### src/rtl/bk_seq_pkg.sv
// bk_seq_pkg: shared definitions for the serial Brent-Kung wide adder.
//   NIB_W      - width of one adder slice (a nibble)
//   state_t    - sequencer state encoding (StIdle, StRun, StDone)
//   clog2_min1 - counter width helper that never returns zero
package bk_seq_pkg;

  localparam int unsigned NIB_W = 4;

  typedef logic [1:0] state_t;

  localparam state_t StIdle = 2'd0;
  localparam state_t StRun  = 2'd1;
  localparam state_t StDone = 2'd2;

  // A one-nibble operand still needs a 1-bit counter.
  function automatic int unsigned clog2_min1(input int unsigned n);
    return (n <= 1) ? 1 : $clog2(n);
  endfunction

endpackage

### src/rtl/brent_kung_cin.sv
// brent_kung_cin: 4-bit Brent-Kung adder with carry-in, purely combinational.
//   a, b  - 4-bit addends
//   cin   - carry into bit 0
//   sum   - 4-bit sum
//   cout  - carry out of bit 3
module brent_kung_cin (
  input  logic [3:0] a,
  input  logic [3:0] b,
  input  logic       cin,
  output logic [3:0] sum,
  output logic       cout
);

  logic [3:0] g;
  logic [3:0] p;
  logic       g10, p10, g32, p32, g30, p30;
  logic       c1, c2, c3, c4;

  always_comb begin
    g   = a & b;
    p   = a ^ b;
    // Up-sweep: pairwise group generate/propagate, then the full 4-bit group.
    g10 = g[1] | (p[1] & g[0]);
    p10 = p[1] & p[0];
    g32 = g[3] | (p[3] & g[2]);
    p32 = p[3] & p[2];
    g30 = g32 | (p32 & g10);
    p30 = p32 & p10;
    // Down-sweep: cin folded in as the generate of position -1.
    c1   = g[0] | (p[0] & cin);
    c2   = g10 | (p10 & cin);
    c3   = g[2] | (p[2] & c2);
    c4   = g30 | (p30 & cin);
    sum  = p ^ {c3, c2, c1, cin};
    cout = c4;
  end

endmodule

### src/rtl/bk_serial_add_seq.sv
// bk_serial_add_seq: wide adder (4*NIB bits) built from one 4-bit Brent-Kung slice
// reused once per clock, least significant nibble first.
//   clk, rst_n          - clock, synchronous active-low reset
//   in_valid, in_ready  - operand handshake (ready only when idle)
//   a, b, cin           - operands and carry into nibble 0
//   sub                 - only with BK_SEQ_SUB_EN defined: compute a - b
//   out_valid/out_ready - result handshake; result held while out_ready is low
//   sum, cout           - result, zero whenever out_valid is low
// Optional feature macro: BK_SEQ_SUB_EN.
module bk_serial_add_seq
  import bk_seq_pkg::*;
#(
  parameter int unsigned NIB = 4
) (
  input  logic             clk,
  input  logic             rst_n,
  input  logic             in_valid,
  output logic             in_ready,
  input  logic [4*NIB-1:0] a,
  input  logic [4*NIB-1:0] b,
  input  logic             cin,
`ifdef BK_SEQ_SUB_EN
  input  logic             sub,
`endif
  output logic             out_valid,
  input  logic             out_ready,
  output logic [4*NIB-1:0] sum,
  output logic             cout
);

  localparam int unsigned W       = NIB_W * NIB;
  localparam int unsigned CntW    = clog2_min1(NIB);
  localparam logic [CntW-1:0] CntLast = CntW'(NIB - 1);

  state_t          state_q, state_d;
  logic [CntW-1:0] count_q, count_d;
  logic            carry_q, carry_d;
  logic [W-1:0]    a_sh_q, a_sh_d;
  logic [W-1:0]    b_sh_q, b_sh_d;
  logic [W-1:0]    sum_sh_q, sum_sh_d;

  logic [W-1:0]     b_load;
  logic             c_load;
  logic [NIB_W-1:0] nib_sum;
  logic             nib_cout;

`ifdef BK_SEQ_SUB_EN
  // a - b as a + ~b + 1: invert B once at load and force the initial carry.
  assign b_load = sub ? ~b : b;
  assign c_load = sub | cin;
`else
  assign b_load = b;
  assign c_load = cin;
`endif

  brent_kung_cin u_slice (
    .a    (a_sh_q[NIB_W-1:0]),
    .b    (b_sh_q[NIB_W-1:0]),
    .cin  (carry_q),
    .sum  (nib_sum),
    .cout (nib_cout)
  );

  always_comb begin
    state_d  = state_q;
    count_d  = count_q;
    carry_d  = carry_q;
    a_sh_d   = a_sh_q;
    b_sh_d   = b_sh_q;
    sum_sh_d = sum_sh_q;
    unique case (state_q)
      StIdle: begin
        if (in_valid) begin
          a_sh_d  = a;
          b_sh_d  = b_load;
          carry_d = c_load;
          count_d = '0;
          state_d = StRun;
        end
      end
      StRun: begin
        // New nibble enters at the top; after NIB steps it has reached its slot.
        sum_sh_d = (sum_sh_q >> NIB_W) | (W'(nib_sum) << (W - NIB_W));
        a_sh_d   = a_sh_q >> NIB_W;
        b_sh_d   = b_sh_q >> NIB_W;
        carry_d  = nib_cout;
        count_d  = count_q + 1'b1;
        if (count_q == CntLast) state_d = StDone;
      end
      StDone: begin
        if (out_ready) state_d = StIdle;
      end
      default: state_d = StIdle;
    endcase
  end

  always_ff @(posedge clk) begin
    if (!rst_n) begin
      state_q  <= StIdle;
      count_q  <= '0;
      carry_q  <= 1'b0;
      a_sh_q   <= '0;
      b_sh_q   <= '0;
      sum_sh_q <= '0;
    end else begin
      state_q  <= state_d;
      count_q  <= count_d;
      carry_q  <= carry_d;
      a_sh_q   <= a_sh_d;
      b_sh_q   <= b_sh_d;
      sum_sh_q <= sum_sh_d;
    end
  end

  // Partial sums and stale results stay hidden outside DONE.
  assign in_ready  = (state_q == StIdle);
  assign out_valid = (state_q == StDone);
  assign sum       = out_valid ? sum_sh_q : '0;
  assign cout      = out_valid & carry_q;

endmodule

### config.mk
export PLATFORM = sky130hd
export DESIGN_NAME = bk_serial_add_seq
export DESIGN_NICKNAME = d
export VERILOG_FILES = /design/src/rtl/bk_seq_pkg.sv /design/src/rtl/brent_kung_cin.sv /design/src/rtl/bk_serial_add_seq.sv
export SDC_FILE = /design/constraint.sdc
export NUM_CORES = 1
export LEC_CHECK = 0
export ABC_AREA = 1
export ABC_CLOCK_PERIOD_IN_PS = 2400
export CAP_MARGIN = 20
export CORE_MARGIN = 4
export CORE_UTILIZATION = 37
export DETAILED_ROUTE_END_ITERATION = 8
export SYNTH_ARGS = -nofsm -noshare
export SYNTH_HDL_FRONTEND = slang
export SYNTH_SLANG_ARGS = --single-unit
### constraint.sdc
create_clock -name clk -period 2.4 [get_ports clk]
set_clock_uncertainty 0.15 [all_clocks]
set_input_delay 0.24 -clock clk [delete_from_list [all_inputs] [get_ports clk]]
set_output_delay 0.24 -clock clk [all_outputs]
set_load 0.005 [all_outputs]
======== Yosys cells after proc, flatten, opt, wreduce, memory -nomap -nowiden ========
Cells that the tools add are included.
word-level totals
  output and inout port bits .............. 19
  register bits after elaboration ......... 53
  input bits .............................. 37
  word-level logic and storage cells ...... 52
cells by class
  bitwise operators ....................... 22
  equal/unequal tests ..................... 6
  add/subtract/negate cells ............... 1
  muxes and demuxes ....................... 13
  reduce and logical (&&, ||, !) cells .... 4
operators with widths
  kind                                                 number
  case mux 16 bit (2 select lines)                     2
  two-way mux 16 bit                                   3
  bitwise OR 12 x 16 -> 16 bit                         1
  AND 1 bit                                            11
  two-way mux 2 bit                                    4
  bitwise XOR 4 bit                                    2
  bitwise OR 1 bit                                     7
  case mux 2 bit (3 select lines)                      1
  AND 4 bit                                            1
  equality test 2 bit, second input constant           2
  != test 2 bit, second input constant                 2
  case mux 2 bit (2 select lines)                      1
  AND reduction 3 bit                                  1
  adder 2 x 1 -> 2 bit, second input constant          1
  equality test 2 x 1 -> 1 bit, second input constant  1
  zero test 2 bit                                      1
  != test 2 x 1 -> 1 bit, second input constant        1
  case mux 1 bit (2 select lines)                      1
  AND reduction 2 bit                                  1
  nonzero test 2 bit                                   1
  two-way mux 1 bit                                    1

======== Longest topological paths before layout ========
  depth in word-level cells ............... 8
  mapped depth ............................ 8
  gate-level depth less buffers ........... 7

======== By module ========
From an unflattened synthesis, not the netlist that was laid out.
second synthesis, totals
  cell total of the unflattened synthesis .. 421
  area, all modules ....................... 2672.6 µm²
modules (own cells, without submodules)
  module             times used  area each (µm²)  sequential area each (µm²)  cells each
  bk_serial_add_seq  1           2499.9           1061.0                      397
  brent_kung_cin     1           172.7            0.0                         24

======== Worst setup path before layout ========
OpenSTA, ideal clock, no wires.
  kind .................................... register to register
  start point ............................. register a_sh_q[1]
  end point ............................... register sum_sh_q[14]
  setup slack ............................. 667 ps
  library setup time ...................... 119 ps
  clock period less this slack ............ 1733 ps
  path buffers ............................ 0
  data arrival time ....................... 1464 ps
  stages on the path, launching flop included .. 8
  data required time ...................... 2131 ps
  path through ............................ dfxtp_1 ha_1 inv_1 nand2_1 and2_1 fa_1 o21ai_0 a21oi_1
on the way
  longest elaborated chain between the ends .. 6
  elaborated cells between the ends (all ways) .. 9
  those cells by class .................... bitwise: 9
RTL lines
  item                                                  RTL line                                    text
  from (decl)                                           bk_serial_add_seq.sv:38                     logic [W-1:0] a_sh_q, a_sh_d;
  from (signal assigned)                                bk_serial_add_seq.sv:109                    a_sh_q <= a_sh_d;
  bitwise XOR 4 bit                                     brent_kung_cin.sv:21                        p = a ^ b;
  AND 1 bit, on equally long branches                   brent_kung_cin.sv:23, brent_kung_cin.sv:24
  bitwise OR 1 bit / AND 1 bit (equally long branches)  brent_kung_cin.sv:23, brent_kung_cin.sv:31
  bitwise OR 1 bit *                                    brent_kung_cin.sv:31                        c2 = g10 | (p10 & cin);
  bitwise XOR 4 bit *                                   brent_kung_cin.sv:34                        sum = p ^ {c3, c2, c1, cin};
  named net nib_sum[2]                                  bk_serial_add_seq.sv:44                     logic [NIB_W-1:0] nib_sum;
  bitwise OR 12 x 16 -> 16 bit *                        bk_serial_add_seq.sv:83                     sum_sh_d = (sum_sh_q >> NIB_W) | (W'(nib_sum) << (W - NIB_W));
  to (signal assigned)                                  bk_serial_add_seq.sv:111                    sum_sh_q <= sum_sh_d;
  to (decl)                                             bk_serial_add_seq.sv:40                     logic [W-1:0] sum_sh_q, sum_sh_d;
Mark *: on every way through the listed nets, which the timed path passes. The rest lies on a longest branch.
A chain may end at the register's enable or synchronous reset.

======== Final worst setup path ========
  start point ............................. register state_q[1]
  end point ............................... output sum[1]
on the way
  longest elaborated chain between the ends .. 2
RTL lines
  item                    RTL line                  text
  from (decl)             bk_serial_add_seq.sv:35   state_t state_q, state_d;
  from (signal assigned)  bk_serial_add_seq.sv:99   state_q <= StIdle;
  from (signal assigned)  bk_serial_add_seq.sv:106  state_q <= state_d;
  equality test 2 bit     bk_serial_add_seq.sv:117  assign out_valid = (state_q == StDone);
  two-way mux 16 bit      bk_serial_add_seq.sv:118  assign sum = out_valid ? sum_sh_q : '0;
  to (decl)               bk_serial_add_seq.sv:27   output logic [4*NIB-1:0] sum,
Every way passes these cells.

==> metrics.yaml <==
timing.hold.worst_path_depth: 2
dieArea_mm2: 0.00789
tns_ns: 0
r2r-end: "sum_sh_q[15]"
synthCells: 344
hold_violations: 0
clock_latency_ns: 0.30
cts.clk_slew.worst_paths_ns: 0.09
rrSetupSlack_ns: 0.55
layout-drive-gt1-share: 0.0485
r2r-start: "a_sh_q[1]"
io_pins: 56
crit_path_cell_trace: "inv_1, nor2_1, inv_2, nor2_1, clkdlybuf4s50_1"
cap_violations: 0
rsz0062_at_grt: "no"
crit_slowest_cell: "clkdlybuf4s50_1"
via_per_inst: 4.68
drc: 0
n_antenna_cell: 0
slew_headroom: 0.554
antenna_found_initial: 0
area_growth_syn_to_layout_pct: 28.3
cp_max_fo: 18
ant_nets: 0
whs_ns: 0.302
worst_pin_slew_ns: 0.668
leakage_uw: 0.00132
grt_pass1_vias: 2089
hp-class: "register to register"
die_h_um: 88.8
postCtsHoldBufs: 0
power_switching_uw: 473
crit_type: "register to primary output"
worstSetupEndpointType: "primary output"
globalplace.congestion: 0.789
avgSynthCellArea_um2: 7.02
seqCellArea_mm2: 0.00106
swShare: 0.270
cts-root-buf: "clkbuf_8"
path_common_cell: "nor2_1"
ys_seq_area_frac: 0.439
cts_buffer_depth: 2
drt_iter0_drc: 113
start_util: 0.380
cts.sinks: 53
synth_warnings: 0
die_w_um: 88.8
core_area_mm2: 0.00635
cts_tree: "done"
avgRoutedWirePerCell_um: 11.8
cts_resized: 0
fin_nets: 435
comb_power_share: 0.165
yosysUniqueCellTypes: 21
io_buffers: 55
dpl.hpwl_mm: 3.93
period_share: 0.901
syn-cell-area_mm2: 0.00242
grt_pass1_wl_mm: 9.48
intPower_uw: 1280
status: "complete, no violations"
multi_input_area_mm2: 0.00109
seq_power_share: 0.557
clockPowerShare: 0.277
crit_required_ns: 2.01
track_usage: 0.154
grt_start_max_net_pins: 37
cts_made_buffers: 5
p_per_area_mw_per_mm2: 565
ir_worst_vdd_v: 0.000310
cpPeakStageDelay_ns: 0.52
finalWirelength_mm: 5.53
fmax_mhz: 462
h-tree-depth: 2
ys_seq_elements: 53
via_count: 2194
hp-start: "sum_sh_q[2]"
finalMaxSlewViolations: 0
post_cts_buffers: 0
fin_crit_ns: 2.16
reg2reg_depth: 7
first_pass_iters: 4
syn_nets: 388
overflow: 0
setup_violations: 0
fill_cells: 663
min_to: "sum_sh_q[2]"
arrival_ns: 1.77
rows: 29
startpoint_type: "register"
[area by class of cell]
type,count,share of cell area
clock buffers,6,0.0234
flip-flops and latches,53,0.342
multi-input cells,226,0.353
inverters,43,0.0521
well taps,77,0.0311
clock inverters,2,0.00323
repair buffers,62,0.195
[stage by stage]
| stage | setup slack (ns) | total power (µW) | util | cells | instance area, µm² |
|---|---|---|---|---|---|
| 2_1_floorplan | 0.667 | 1170 | - | 344 | 2420 |
| 3_3_place_gp | 0.531 | 1280 | 0.475 | 461 | 3020 |
| 3_5_place_dp | 0.552 | 1290 | 0.475 | 461 | 3020 |
| 4_1_cts | 0.194 | 1770 | 0.488 | 469 | 3100 |
| 5_1_grt | 0.0856 | 1850 | 0.488 | 469 | 3100 |
| 6_report | 0.237 | 1750 | 0.488 | 469 | 3100 |
[power groups by stage]
stage	clock network, µW	registers [µW]	logic [µW]
6_report	485	975	289
5_1_grt	529	984	335
4_1_cts	496	976	294
2_1_floorplan	0	987	187
3_5_place_dp	0	996	293
3_3_place_gp	0	995	289
[how the worst max path moves through the flow]
stage | start | endpoint | slack (ns) | cells after the start
2_1_floorplan | a_sh_q[1] | sum_sh_q[14] | 0.67 | 7
4_1_cts | state_q[1] | sum[1] | 0.19 | 5
3_5_place_dp | state_q[1] | sum[1] | 0.55 | 5
3_3_place_gp | state_q[1] | cout | 0.53 | 5
5_1_grt | state_q[1] | sum[9] | 0.09 | 5
6_report | state_q[1] | sum[1] | 0.24 | 5
[critical path: cells and delay by family (launching register included)]
family | cells | cell delay, ns
DFF | 1 | 0.36
buffers and inverters | 3 | 0.80
and+or+nand+nor | 2 | 0.31
[cells in the mapped netlist]
cell / count / area, µm²
a21oi_1: 29 / 145
a31oi_1: 8 / 50.1
and2_1: 1 / 6.26
buf_1: 1 / 3.75
buf_2: 13 / 65.1
clkbuf_1: 8 / 30.0
dfxtp_1: 53 / 1060
fa_1: 2 / 40.0
ha_1: 5 / 62.6
inv_1: 41 / 154
inv_2: 2 / 7.51
nand2_1: 86 / 323
nand3_1: 49 / 245
nor2_1: 24 / 90.1
nor2_2: 1 / 6.26
o21ai_0: 16 / 80.1
o21ai_4: 1 / 16.3
or2_1: 1 / 6.26
or2_2: 1 / 6.26
xnor2_1: 1 / 8.76
xor2_1: 1 / 8.76
[cell usage in the layout, fill, tap and decap left out]
cell | netlist | final
clkbuf_8 | 0 | 5
nor2_1 | 24 | 24
xnor2_1 | 1 | 1
ha_1 | 5 | 5
clkbuf_1 | 8 | 1
nor2_2 | 1 | 1
and2_1 | 1 | 1
a21oi_1 | 29 | 29
o21ai_4 | 1 | 1
dfxtp_1 | 53 | 53
or2_2 | 1 | 1
clkdlybuf4s50_1 | 0 | 55
xor2_1 | 1 | 1
inv_1 | 41 | 41
a31oi_1 | 8 | 8
fa_1 | 2 | 2
or2_1 | 1 | 1
nand3_1 | 49 | 49
clkinv_2 | 0 | 2
inv_2 | 2 | 2
buf_4 | 0 | 7
nand2_1 | 86 | 86
o21ai_0 | 16 | 16
[state kept, by name, summed over array words and instances, names as in the netlist]
signal and cells:
state_q 2, sum_sh_q 16, count_q 2, b_sh_q 16, carry_q 1, a_sh_q 16
[kinds of logic after synthesis]
kind of cell    synth area share
compound gates             0.121
flops                      0.439
simple gates               0.283
fa+ha+maj                 0.0425
xor+xnor                 0.00725
buf+inv                    0.108
[metal layers]
| layer | global-route usage | up-vias | share of wire |
|---|---|---|---|
| met5 | 0 | - | 0 |
| met4 | 0.0412 | 0 | 0.011 |
| met3 | 0.0391 | 8 | 0.060 |
| met2 | 0.259 | 47 | 0.45 |
| met1 | 0.195 | 960 | 0.47 |
| li1 | - | 1179 | - |
(Power assumes the default switching activity.)
